File: config.mk
export PLATFORM = sky130hd
export DESIGN_NAME = multicycle_control
export DESIGN_NICKNAME = d
export VERILOG_FILES = /design/src/rtl/multicycle_control.sv
export SDC_FILE = /design/constraint.sdc
export NUM_CORES = 1
export LEC_CHECK = 0
export BUFFER_PORTS_ARGS = -buffer_cell sky130_fd_sc_hd__buf_2
export CAP_MARGIN = 20
export CORE_UTILIZATION = 29
export CTS_BUF_LIST = sky130_fd_sc_hd__clkbuf_16
export DETAILED_ROUTE_END_ITERATION = 8
export GPL_TIMING_DRIVEN = 1
export HOLD_SLACK_MARGIN = 0.02
export PLACE_DENSITY = 0.5
export SYNTH_ARGS = -nofsm -noshare
export SYNTH_HDL_FRONTEND = slang
export SYNTH_SLANG_ARGS = --single-unit
File: constraint.sdc
create_clock -name clk -period 1.6 [get_ports clk]
set_input_delay 0.16 -clock clk [delete_from_list [all_inputs] [get_ports clk]]
set_output_delay 0.16 -clock clk [all_outputs]
set_load 0.02 [all_outputs]
File: src/rtl/multicycle_control.sv
// Main control FSM for the multicycle MIPS datapath: sequences fetch/decode/execute/
// memory/writeback and issues ALU commands, mux selects and all write enables.
module multicycle_control #(
    parameter logic [3:0] RESET_STATE = 4'd0
) (
    input  logic       clk,
    input  logic       reset,
    input  logic [5:0] opcode,
    input  logic [5:0] funct,
    input  logic       zero,
    input  logic       overflow,
    output logic [2:0] alu_command,
    output logic       alu_src_a,
    output logic [1:0] alu_src_b,
    output logic       zero_ext,
    output logic       iord,
    output logic       mem_write,
    output logic       ir_write,
    output logic       reg_write,
    output logic [1:0] reg_dst,
    output logic [1:0] mem_to_reg,
    output logic       pc_write,
    output logic [1:0] pc_src,
    output logic       exception,
    output logic       halted
);

    typedef enum logic [3:0] {
        FETCH  = 4'd0,
        DECODE = 4'd1,
        MEMADR = 4'd2,
        MEMRD  = 4'd3,
        MEMWB  = 4'd4,
        MEMWR  = 4'd5,
        EXEC   = 4'd6,
        ALUWB  = 4'd7,
        IMMEX  = 4'd8,
        IMMWB  = 4'd9,
        BRANCH = 4'd10,
        JUMP   = 4'd11,
        JALS   = 4'd12,
        JR     = 4'd13,
        HALT   = 4'd14
    } state_t;

    localparam logic [5:0] OP_RTYPE = 6'b000000;
    localparam logic [5:0] OP_J     = 6'b000010;
    localparam logic [5:0] OP_JAL   = 6'b000011;
    localparam logic [5:0] OP_BEQ   = 6'b000100;
    localparam logic [5:0] OP_BNE   = 6'b000101;
    localparam logic [5:0] OP_ADDI  = 6'b001000;
    localparam logic [5:0] OP_XORI  = 6'b001110;
    localparam logic [5:0] OP_LW    = 6'b100011;
    localparam logic [5:0] OP_SW    = 6'b101011;
    localparam logic [5:0] FN_JR    = 6'b001000;

    localparam logic [2:0] ALU_ADD  = 3'b000;
    localparam logic [2:0] ALU_SUB  = 3'b001;
    localparam logic [2:0] ALU_XOR  = 3'b010;
    localparam logic [2:0] ALU_SLT  = 3'b011;
    localparam logic [2:0] ALU_AND  = 3'b100;
    localparam logic [2:0] ALU_NOR  = 3'b110;
    localparam logic [2:0] ALU_OR   = 3'b111;

    state_t     state;
    logic       ovf_q;
    logic [2:0] rcmd;
    logic       rvalid;

    always_comb begin
        rvalid = 1'b1;
        rcmd   = ALU_ADD;
        case (funct)
            6'b100000: rcmd = ALU_ADD;
            6'b100010: rcmd = ALU_SUB;
            6'b100100: rcmd = ALU_AND;
            6'b100101: rcmd = ALU_OR;
            6'b100110: rcmd = ALU_XOR;
            6'b100111: rcmd = ALU_NOR;
            6'b101010: rcmd = ALU_SLT;
            default:   rvalid = 1'b0;
        endcase
    end

    always_ff @(posedge clk) begin
        if (reset) begin
            state <= state_t'(RESET_STATE);
            ovf_q <= 1'b0;
        end else begin
            case (state)
                FETCH: begin
                    ovf_q <= 1'b0;
                    state <= DECODE;
                end
                DECODE: begin
                    case (opcode)
                        OP_LW, OP_SW:     state <= MEMADR;
                        OP_RTYPE:         state <= (funct == FN_JR) ? JR : EXEC;
                        OP_BEQ, OP_BNE:   state <= BRANCH;
                        OP_J:             state <= JUMP;
                        OP_JAL:           state <= JALS;
                        OP_ADDI, OP_XORI: state <= IMMEX;
                        default:          state <= HALT;
                    endcase
                end
                MEMADR: state <= (opcode == OP_LW) ? MEMRD : MEMWR;
                MEMRD:  state <= MEMWB;
                EXEC: begin
                    if (rvalid) begin
                        ovf_q <= overflow;
                        state <= ALUWB;
                    end else begin
                        state <= HALT;
                    end
                end
                IMMEX: begin
                    ovf_q <= overflow;
                    state <= IMMWB;
                end
                MEMWB, MEMWR, ALUWB, IMMWB, BRANCH, JUMP, JALS, JR: state <= FETCH;
                default: state <= HALT;
            endcase
        end
    end

    always_comb begin
        alu_command = ALU_ADD;
        alu_src_a   = 1'b0;
        alu_src_b   = 2'b00;
        zero_ext    = 1'b0;
        iord        = 1'b0;
        mem_write   = 1'b0;
        ir_write    = 1'b0;
        reg_write   = 1'b0;
        reg_dst     = 2'b00;
        mem_to_reg  = 2'b00;
        pc_write    = 1'b0;
        pc_src      = 2'b00;
        exception   = 1'b0;
        halted      = 1'b0;
        case (state)
            FETCH: begin
                alu_src_b = 2'b01;
                ir_write  = 1'b1;
                pc_write  = 1'b1;
            end
            DECODE: alu_src_b = 2'b11;
            MEMADR: begin
                alu_src_a = 1'b1;
                alu_src_b = 2'b10;
            end
            MEMRD: iord = 1'b1;
            MEMWB: begin
                mem_to_reg = 2'b01;
                reg_write  = 1'b1;
            end
            MEMWR: begin
                iord      = 1'b1;
                mem_write = 1'b1;
            end
            EXEC: begin
                alu_src_a   = 1'b1;
                alu_command = rcmd;
            end
            ALUWB: begin
                reg_dst   = 2'b01;
                reg_write = ~ovf_q;
                exception = ovf_q;
            end
            IMMEX: begin
                alu_src_a   = 1'b1;
                alu_src_b   = 2'b10;
                alu_command = (opcode == OP_XORI) ? ALU_XOR : ALU_ADD;
                zero_ext    = (opcode == OP_XORI);
            end
            IMMWB: begin
                reg_write = ~ovf_q;
                exception = ovf_q;
            end
            BRANCH: begin
                alu_src_a   = 1'b1;
                alu_command = ALU_SUB;
                pc_src      = 2'b01;
                pc_write    = (opcode == OP_BEQ) ? zero : ~zero;
            end
            JUMP: begin
                pc_src   = 2'b10;
                pc_write = 1'b1;
            end
            JALS: begin
                reg_dst    = 2'b10;
                mem_to_reg = 2'b10;
                reg_write  = 1'b1;
                pc_src     = 2'b10;
                pc_write   = 1'b1;
            end
            JR: begin
                pc_src   = 2'b11;
                pc_write = 1'b1;
            end
            default: halted = 1'b1;
        endcase
        // Reset blocks every architectural write in the cycle it is asserted.
        if (reset) begin
            mem_write = 1'b0;
            reg_write = 1'b0;
            ir_write  = 1'b0;
            pc_write  = 1'b0;
        end
    end

endmodule

==> flow_metrics.env <==
export IMPL_grt_met3_usage_pct=5.35
export IMPL_num_fill_cells=272
export IMPL_cp_arrival_ns=1.54
export IMPL_tritoncts="built"
export IMPL_slew_headroom_pct=83.5
export IMPL_startpoint="state[0]"
export IMPL_cp_slowest_cell="or4b_4"
export IMPL_clock_sinks=5
export IMPL_syn_area_um2=837
export IMPL_ys_seq_area_share_pct=12.0
export IMPL_postSynthAreaPerCell_um2=6.64
export IMPL_fmax_mhz=588
export IMPL_antenna_found_initial=0
export IMPL_synth_cell_type_count=40
export IMPL_port_buffers=35
export IMPL_period_minus_slack_ns=1.70
export IMPL_final_core_util_pct=48.7
export IMPL_ant_nets=0
export IMPL_dp_hpwl_um=1810
export IMPL_slowest_delay_ns=0.56
export IMPL_synth_most_common_cell="nor2_1"
export IMPL_path_cells="or4b_4, nor2_2, and2_4, or2_4, buf_6"
export IMPL_worstMarginPinSlew_ns=0.245
export IMPL_fin_area_um2=1330
export IMPL_place_ws_ns=-0.0449
export IMPL_nNetsFinal=186
export IMPL_path_depth=5
export IMPL_cts_inserted_buffers=3
export IMPL_end_kind="output port"
export IMPL_syn_to_final_growth_pct=59.2
export IMPL_grt_start_max_net_pins=21
export IMPL_synth_common_cells="12 x nor2_1, 11 x nand2b_1, 10 x a21oi_1, 10 x nor3_1, 8 x clkbuf_1"
export IMPL_setup_worst_path_end="alu_command[1]"
export IMPL_grt_total_usage_pct=17.0
export IMPL_ys_ff_latch=5
export IMPL_routedWlPerCell_um=13.5
export IMPL_initial_core_util_pct=30.6
export IMPL_finalWirelength_um=2690
export IMPL_syn_num_nets=142
export IMPL_grt_setup_unrepaired="true"
export IMPL_n_antenna_cell=0
export IMPL_rrSetupSlack_ns=-0.06
export IMPL_crit_reg2reg_launch="state[0]"
export IMPL_hold_buffers=0
export IMPL_grt_busiest_layer="met2"
export IMPL_outcome="finished with violations"
export IMPL_synth_edf_count=0
export IMPL_synth_async_reset_ratio_pct=0
export IMPL_synth_ff_type="dfxtp_1"
export IMPL_die_w_um=55.7
export IMPL_finalWorstSetupSlack_ns=-0.0997
export IMPL_grt_pass1_vias=998
export IMPL_vias=1113
export IMPL_via_per_inst=5.57
export IMPL_worstRegToRegCells=4
export IMPL_drive_above_1_share_pct=42.6
export IMPL_synth_area_leaders="dfxtp_1 12%, nand2b_1 8.2%, a21oi_1 6.0%"
export IMPL_die_y_um=55.7
export IMPL_maxCapViolations=0
export IMPL_cp_required_ns=1.44
export IMPL_worstPathMaxFanout=2
export IMPL_grt_use_met1_pct=21.4
export IMPL_clk_pin_slew_worst_paths_ns=0.04
export IMPL_place_area_um2=1080
export IMPL_root_buffer="clkbuf_16"
export IMPL_cp_num_buf_inv=1
export IMPL_skew_ns=0.00452
export IMPL_yosys_warnings=0
export IMPL_gr_total_overflow=0
export IMPL_synth_top_cell_by_area="dfxtp_1"
export IMPL_clock_path_buffers=2
export IMPL_final_hold_viol_count=0
export IMPL_io_pins=36
export IMPL_ctsHtreeMaxLevel=1
export IMPL_start_kind="flip-flop"
export IMPL_drt_first_iter_violations=39
export IMPL_grt_pass1_wl_um=4280
export IMPL_maxSlewViolCount=0
export IMPL_clk_latency_ns=0.23
export IMPL_ir_drop_v=0.00106
export IMPL_use_met2_pct=28.1
export IMPL_crit_type="reg -> out"
export IMPL_p_leak_nw=0.594
export IMPL_rr_endpoint="state[0]"
export IMPL_core_area_um2=2730
export IMPL_holdCritPathClass="in -> reg"
export IMPL_power_density_nw_per_um2=1040
export IMPL_dieArea_um2=3110
export IMPL_setup_violations=7
export IMPL_cp_top_family="simple AND/OR/NAND/NOR gates"
export IMPL_first_pass_iters=4
export IMPL_gp_congestion=0.817
export IMPL_drcViolationCount=0
export IMPL_violations="setup timing"
export IMPL_fin_crit_sh_pct=106
export IMPL_synth_top_area_share_pct=12.0
export IMPL_rows=19
export IMPL_synthCells=126
-- timing repair --
action	in CTS	in global routing
gates resized for setup	17	15
gates cloned	0	2
setup endpoints to repair	7	15
pin swaps	6	7
buffers inserted	2	2
-- per-layer routing --
metal,routed length [µm],share of wire (%)
met4,68,2.5
met3,199,7.4
met1,1160,43
met2,1260,47
met5,0,0
-- per-stage QoR --
step	cells	TNS (ns)	total power [W]	hold WS, ns
2_1_floorplan	126	-0.210	0.000618	0.324
3_3_place_gp	190	-0.0165	0.000806	0.435
3_5_place_dp	190	-0.0449	0.000809	0.456
4_1_cts	196	-0.262	0.00129	0.222
5_1_grt	200	-0.837	0.00148	0.232
6_report	200	-0.297	0.00139	0.215
-- worst reg2reg max path: stages, from the launching register on --
cell and delay, ns:
dfxtp_2 0.33, buf_4 0.26, nand2b_1 0.17, or4_1 0.53
a211oi_1 0.27
-- cells by family after synthesis --
group / Yosys count / share of synthesized area, %
simple gates: 72 / 52.2
compound gates: 30 / 22.3
buf+inv: 14 / 7.77
flops: 5 / 12.0
mux: 4 / 4.78
xor+xnor: 1 / 1.05
-- flip-flops by register name (all words and copies together), names as in the netlist --
| register | count |
|---|---|
| state | 4 |
| ovf_q | 1 |
-- report_power, final --
group	switching (W)	internal [W]	leakage [nW]
combinational	0.000422	0.000378	0.509
sequential	0.0000253	0.000154	0.0425
clock	0.0000866	0.000324	0.0423
total	0.000534	0.000857	0.594
-- layout make-up --
| class | instances | area, µm² | area share (%) |
|---|---|---|---|
| clock inverter | 1 | 3.75 | 0.282 |
| tap | 31 | 38.8 | 2.91 |
| multi-input combinational | 107 | 743 | 55.8 |
| sequential | 5 | 105 | 7.89 |
| timing repair buffer | 50 | 355 | 26.7 |
| clock buffer | 3 | 75.1 | 5.63 |
| inverter | 3 | 11.3 | 0.845 |
-- how the worst min path moves through the flow --
stage / from / endpoint / cells after the start
after global placement: overflow / ovf_q / 3
after CTS: overflow / ovf_q / 3
final: overflow / ovf_q / 3
after detailed placement: overflow / ovf_q / 3
after floorplan: overflow / ovf_q / 2
after global routing: overflow / ovf_q / 3
-- placed cells by master (no fill, tap or decap), types with 5 or more instances in the layout --
cell,netlist,routed
a21oi_1,10,10
nor3b_1,5,5
o21ai_0,7,6
nand2b_1,11,10
buf_4,1,14
nor2_1,12,11
nor3_1,10,8
buf_2,1,29
(Power assumes the default switching activity.)
